$ cat config.mk
export PLATFORM = sky130hd
export DESIGN_NAME = instruction_fetch_unit
export DESIGN_NICKNAME = d
export VERILOG_FILES = /design/src/rtl/fetch_pkg.sv /design/src/rtl/fetch_fifo.sv /design/src/rtl/instruction_fetch_unit.sv
export SDC_FILE = /design/constraint.sdc
export NUM_CORES = 1
export LEC_CHECK = 0
export BUFFER_PORTS_ARGS = -buffer_cell sky130_fd_sc_hd__buf_2
export CORE_MARGIN = 5
export CORE_UTILIZATION = 35
export DETAILED_ROUTE_END_ITERATION = 7
export PLACE_DENSITY = 0.59
export SLEW_MARGIN = 20
export SYNTH_ARGS = -nofsm -noshare
export SYNTH_HDL_FRONTEND = slang
export SYNTH_HIERARCHICAL = 1
export SYNTH_SLANG_ARGS = --single-unit
$ cat constraint.sdc
create_clock -name clk -period 4.5 [get_ports clk]
set_input_delay 0.675 -clock clk [delete_from_list [all_inputs] [get_ports clk]]
set_output_delay 0.675 -clock clk [all_outputs]
set_load 0.1 [all_outputs]
$ cat src/rtl/fetch_pkg.sv
// Shared types and constants for the instruction fetch front end.
package fetch_pkg;

  localparam int          XLEN     = 32;
  localparam logic [31:0] NOP_INST = 32'h0000_0013;

  typedef struct packed {
    logic [XLEN-1:0] inst;
    logic [XLEN-1:0] pc;
  } fetch_entry_t;

endpackage

$ cat src/rtl/fetch_fifo.sv
// DEPTH-entry synchronous FIFO of fetch_entry_t with flush; the head entry is read combinationally.
module fetch_fifo
  import fetch_pkg::*;
#(
  parameter int DEPTH = 4
) (
  input  logic                       clk,
  input  logic                       rst_n,
  input  logic                       i_flush,
  input  logic                       i_push,
  input  fetch_entry_t               i_push_data,
  input  logic                       i_pop,
  output fetch_entry_t               o_head,
  output logic [$clog2(DEPTH+1)-1:0] o_count
);

  localparam int AW = $clog2(DEPTH);
  localparam int CW = $clog2(DEPTH + 1);

  fetch_entry_t  r_mem [DEPTH];
  logic [AW-1:0] r_rd_ptr;
  logic [AW-1:0] r_wr_ptr;
  logic [CW-1:0] r_count;

  logic w_full;
  logic w_empty;
  logic w_do_push;
  logic w_do_pop;

  assign w_full    = (r_count == CW'(DEPTH));
  assign w_empty   = (r_count == '0);
  // Flush wins over both push and pop; a push into a full FIFO is legal only alongside a pop.
  assign w_do_pop  = i_pop & ~w_empty & ~i_flush;
  assign w_do_push = i_push & ~i_flush & (~w_full | w_do_pop);

  // NOTE: the storage array is deliberately not reset; pointers and count alone say which entries are live.
  always_ff @(posedge clk) begin
    if (w_do_push) r_mem[r_wr_ptr] <= i_push_data;
  end

  // NOTE: sequential state uses non-blocking assignments so every register samples pre-edge values.
  always_ff @(posedge clk or negedge rst_n) begin
    if (!rst_n) begin
      r_rd_ptr <= '0;
      r_wr_ptr <= '0;
      r_count  <= '0;
    end else if (i_flush) begin
      r_rd_ptr <= '0;
      r_wr_ptr <= '0;
      r_count  <= '0;
    end else begin
      if (w_do_push) r_wr_ptr <= r_wr_ptr + AW'(1);
      if (w_do_pop)  r_rd_ptr <= r_rd_ptr + AW'(1);
      r_count <= r_count + CW'(w_do_push) - CW'(w_do_pop);
    end
  end

  assign o_head  = r_mem[r_rd_ptr];
  assign o_count = r_count;

  a_no_overflow: assert property (@(posedge clk) disable iff (!rst_n)
    !(i_push && !i_flush && w_full && !i_pop));
  a_no_underflow: assert property (@(posedge clk) disable iff (!rst_n)
    !(i_pop && !i_flush && w_empty));

endmodule

$ cat src/rtl/instruction_fetch_unit.sv
// Fetch stage: PC, in-order imem requests, prefetch buffer toward decode, redirect flush with
// discard of responses still in flight for the old stream.
module instruction_fetch_unit
  import fetch_pkg::*;
#(
  parameter logic [31:0] RESET_PC = 32'h0000_0000,
  parameter int          DEPTH    = 4
) (
  input  logic        clk,
  input  logic        rst_n,
  output logic        imem_req_valid,
  input  logic        imem_req_ready,
  output logic [31:0] imem_req_addr,
  input  logic        imem_rsp_valid,
  input  logic [31:0] imem_rsp_data,
  input  logic        redirect_valid,
  input  logic [31:0] redirect_pc,
  output logic        inst_valid,
  input  logic        id_ready,
  output logic [31:0] inst_out,
  output logic [31:0] inst_pc
);

  localparam int CW = $clog2(DEPTH + 1);

  logic [XLEN-1:0] r_pc;
  logic [CW-1:0]   r_drop_cnt;

  logic            w_req_valid;
  logic            w_req_fire;
  logic            w_rsp_fire;
  logic            w_rsp_keep;
  logic            w_pop;
  logic            w_inst_valid;
  logic            w_has_room;
  logic [CW:0]     w_occupancy;
  logic [CW-1:0]   w_outstanding;
  logic [CW-1:0]   w_buf_count;
  fetch_entry_t    w_pend_in;
  fetch_entry_t    w_pend_head;
  fetch_entry_t    w_buf_in;
  fetch_entry_t    w_buf_head;
  logic            w_unused;

  // The pending-PC queue holds exactly the accepted-but-unreturned requests, so its count is `outstanding`.
  assign w_occupancy  = {1'b0, w_outstanding} + {1'b0, w_buf_count};
  assign w_has_room   = (w_occupancy < (CW + 1)'(DEPTH));
  assign w_req_valid  = rst_n & ~redirect_valid & w_has_room;
  assign w_req_fire   = w_req_valid & imem_req_ready;
  assign w_rsp_fire   = imem_rsp_valid;
  assign w_rsp_keep   = w_rsp_fire & (r_drop_cnt == '0) & ~redirect_valid;
  assign w_inst_valid = (w_buf_count != '0);
  assign w_pop        = w_inst_valid & id_ready;

  assign w_pend_in = '{inst: '0, pc: r_pc};
  assign w_buf_in  = '{inst: imem_rsp_data, pc: w_pend_head.pc};

  fetch_fifo #(.DEPTH(DEPTH)) u_pend_q (
    .clk         (clk),
    .rst_n       (rst_n),
    .i_flush     (1'b0),
    .i_push      (w_req_fire),
    .i_push_data (w_pend_in),
    .i_pop       (w_rsp_fire),
    .o_head      (w_pend_head),
    .o_count     (w_outstanding)
  );

  fetch_fifo #(.DEPTH(DEPTH)) u_prefetch_buf (
    .clk         (clk),
    .rst_n       (rst_n),
    .i_flush     (redirect_valid),
    .i_push      (w_rsp_keep),
    .i_push_data (w_buf_in),
    .i_pop       (w_pop),
    .o_head      (w_buf_head),
    .o_count     (w_buf_count)
  );

  always_ff @(posedge clk or negedge rst_n) begin
    if (!rst_n) begin
      r_pc <= RESET_PC;
    end else if (redirect_valid) begin
      r_pc <= {redirect_pc[31:2], 2'b00};
    end else if (w_req_fire) begin
      r_pc <= r_pc + 32'd4;
    end
  end

  // On redirect every request still in flight after this edge belongs to the old stream.
  always_ff @(posedge clk or negedge rst_n) begin
    if (!rst_n) begin
      r_drop_cnt <= '0;
    end else if (redirect_valid) begin
      r_drop_cnt <= w_outstanding - CW'(w_rsp_fire);
    end else if (w_rsp_fire && (r_drop_cnt != '0)) begin
      r_drop_cnt <= r_drop_cnt - CW'(1);
    end
  end

  assign imem_req_valid = w_req_valid;
  assign imem_req_addr  = r_pc;
  assign inst_valid     = w_inst_valid;
  assign inst_out       = w_inst_valid ? w_buf_head.inst : NOP_INST;
  assign inst_pc        = w_inst_valid ? w_buf_head.pc : '0;

  assign w_unused = ^{w_pend_head.inst, redirect_pc[1:0]};

endmodule
==> run_results.csv <==
group,metric,value,unit
outcome,status,"finished clean",
power_and_ir_drop,power.total,9.66,mW
layout,fin_cells,1829,
flow_run,max_cap_viol_count,0,
clock_tree,root_buffer,"clkbuf_16",
worst_setup_path,path_class,"register to register",
sta,final-hold-violation-count,0,
sta,maxSlewHeadroom,26.8,%
sta,rsz0062_at_grt,"no",
placed_design,placed_cells,1741,
floorplanning,ioPinCount,168,
power_and_ir_drop,powerDensity,466,mW/mm2
sta,skew,0.0171,ns
sta,timing.final.ws_setup,0.867,ns
global_routing,grt_antenna_before_repair,1,
sta,max_clock_freq,0.275,GHz
global_routing,grt.total_usage,13.6,%
worst_setup_path,worstPathCellList,"ha_1 -> nor4b_4 -> nand4_2 -> buf_4 -> inv_1 -> buf_4 -> nor3b_1 -> inv_1 -> ha_1 -> inv_1 -> ha_1 -> inv_1 -> fa_1 -> xnor2_1 -> nor2_1",
clock_tree,htree_levels,2,
floorplanning,die_w,234,um
worst_setup_path,crit_required,4.96,ns
placed_design,pre_cts_slack,0.817,ns
routing,final_antenna_net_count,0,
global_routing,grt_max_degree,66,
power_and_ir_drop,irDropWorstVdd,264,uV
clock_tree,cts-resized-gates,0,
clock_tree,cts.sinks,431,
layout,n_fill_cell,4436,
clock_tree,post-cts-setup-buffers,0,
clock_tree,cts_made_buffers,47,
floorplanning,die_y,234,um
sta,setup_tns,0,ns
synthesis,synth_area,0.0175,mm2
clock_tree,cts_tree,"done",
routing,routed_wl,36.8,mm
floorplanning,die_area,0.0546,mm2
layout,finish.utilization,41.7,%
routing,first_iter_violations,544,
power_and_ir_drop,p_leak,7.21,nW
floorplanning,fp.coreArea,0.0498,mm2
worst_hold_path,hold_path_class,"input pin to async pin",
worst_setup_path,arrival,4.09,ns
clock_tree,cts_hold_buf,0,
routing,drc,0,
clock_tree,clkTransAtPathRegs,0.06,ns
routing,dr.pass1.iters,4,
sta,finalCritPeriodShare,80.7,%
global_routing,grt_pass1_wl,56.6,mm
placed_design,dp_hpwl,22.9,mm
sta,maxSlewViolCount,0,
routing,wl_per_cell,20.1,um
global_routing,grt_overflow_total,0,
placed_design,dpl_cell_area,0.0192,mm2
clock_tree,clkLatencyLatePin,0.58,ns
sta,finalCriticalPeriod,3.63,ns
worst_setup_path,end_kind,"register",
routing,vias,8989,
layout,layout-drive-gt1-share,32.9,%
clock_tree,cts.path.max_buffers,3,
layout,diodes,0,
worst_setup_path,path_common_cell,"inv_1",
worst_setup_path,start_kind,"register",
synthesis,ys_warn_count,6,
worst_setup_path,worst_path_largest_cell_delay,0.48,ns
sta,setup_violations,0,
synthesis,syn_avg_cell_area,19.0,um2
global_routing,grt_pass1_vias,9230,
floorplanning,num_rows,82,
routing,routed_via_density,4.91,
floorplanning,start_util,35.2,%
sta,worstMarginPinSlew,1.09,ns
worst_setup_path,critPathSlowestCell,"dfrtp_1",
layout,postLayoutCellArea,0.0207,mm2
placed_design,port_buffers,163,
layout,num-nets-final,1209,
sta,hold_slack,0.286,ns
worst_setup_path,critical_path.max_fanout,35,
placed_design,gp_congestion,0.726,
synthesis,syn_inst,919,
layout,syn2layout_area_growth,18.5,%
## placed cells by master (no fill, tap or decap), types with 5 or more instances in the layout
| master | n |
|---|---|
| edfxtp_1 | 384 |
| buf_2 | 163 |
| mux4_2 | 96 |
| and2_1 | 68 |
| clkbuf_16 | 49 |
| dfrtp_1 | 43 |
| inv_1 | 29 |
| nand2_1 | 28 |
| nand3_1 | 21 |
| ha_1 | 19 |
| buf_4 | 19 |
| nor2_1 | 15 |
| or4_1 | 13 |
| conb_1 | 12 |
| nand4_1 | 10 |
| clkbuf_1 | 10 |
| nand2b_1 | 8 |
| xor2_1 | 8 |
| clkinv_2 | 8 |
| clkinv_1 | 8 |
| a221o_1 | 7 |
| o21ai_0 | 7 |
| o211ai_1 | 7 |
| nor3_1 | 6 |
| nor4_1 | 6 |
| nor2b_1 | 6 |
| buf_12 | 6 |
| a21o_1 | 5 |
| mux2i_1 | 5 |
| a21oi_1 | 5 |
## power breakdown
group	internal, mW	switching, mW
Sequential	4.55	0.189
Combinational	0.336	0.751
Clock	2.29	1.54
## routing by layer
metal  track usage, %  wire [um]  vias to the layer above  part of all wire, %
li1                 -          -                     4082                    -
met1             19.6      16700                     4610                   45
met2             20.9      17200                      244                   47
met3             3.17       2180                       51                  5.9
met4             3.63        721                        2                  2.0
met5                0          7                        -                0.019
## final timing paths
path                                               start                                endpoint  slack (ns)  cells after the start
max                        u_pend_q/o_count[1]$_DFF_PN0_           u_pend_q/o_count[2]$_DFF_PN0_        0.87                     15
min in group clk                       imem_rsp_data[31]   u_prefetch_buf/r_mem[3][63]$_DFFE_PP_        0.31                      1
max in group asynchronous                          rst_n  u_prefetch_buf/r_rd_ptr[0]$_DFFE_PN0P_        3.70                      2
min                                                rst_n               r_drop_cnt[1]$_DFFE_PN0P_        0.29                      2
max reg2reg                u_pend_q/o_count[1]$_DFF_PN0_           u_pend_q/o_count[2]$_DFF_PN0_        0.87                     15
min reg2reg                    r_drop_cnt[2]$_DFFE_PN0P_               r_drop_cnt[2]$_DFFE_PN0P_        0.59                      2
## worst max-delay path: cells and delay by family, from the launching register on
family	cells	cell delay (ns)
buffers and inverters	6	0.83
AND/OR/NAND/NOR	4	0.98
XOR/XNOR	1	0.16
adder cells (fa/ha/maj)	4	1.06
flip-flops	1	0.48
## final cells by class
class                   count  area [um2]  share of cell area [%]
inverters                  29         109                   0.525
multi-input cells         421        4430                    21.3
clock buffers              63        1320                    6.36
flip-flops and latches    431       12700                    61.3
repair buffers            188        1080                    5.20
clock inverters            25         244                    1.18
well taps                 672         841                    4.06
## sequential cells by signal, indices dropped and copies added, names as in the netlist
| register | flops |
|---|---|
| u_prefetch_buf/r_rd_ptr | 2 |
| u_pend_q/r_rd_ptr | 2 |
| u_prefetch_buf/r_wr_ptr | 2 |
| u_prefetch_buf/o_count | 3 |
| imem_req_addr | 30 |
| u_prefetch_buf/r_mem | 256 |
| r_drop_cnt | 3 |
| u_pend_q/r_wr_ptr | 2 |
| u_pend_q/o_count | 3 |
| u_pend_q/r_mem | 128 |
(Power assumes the default switching activity.)
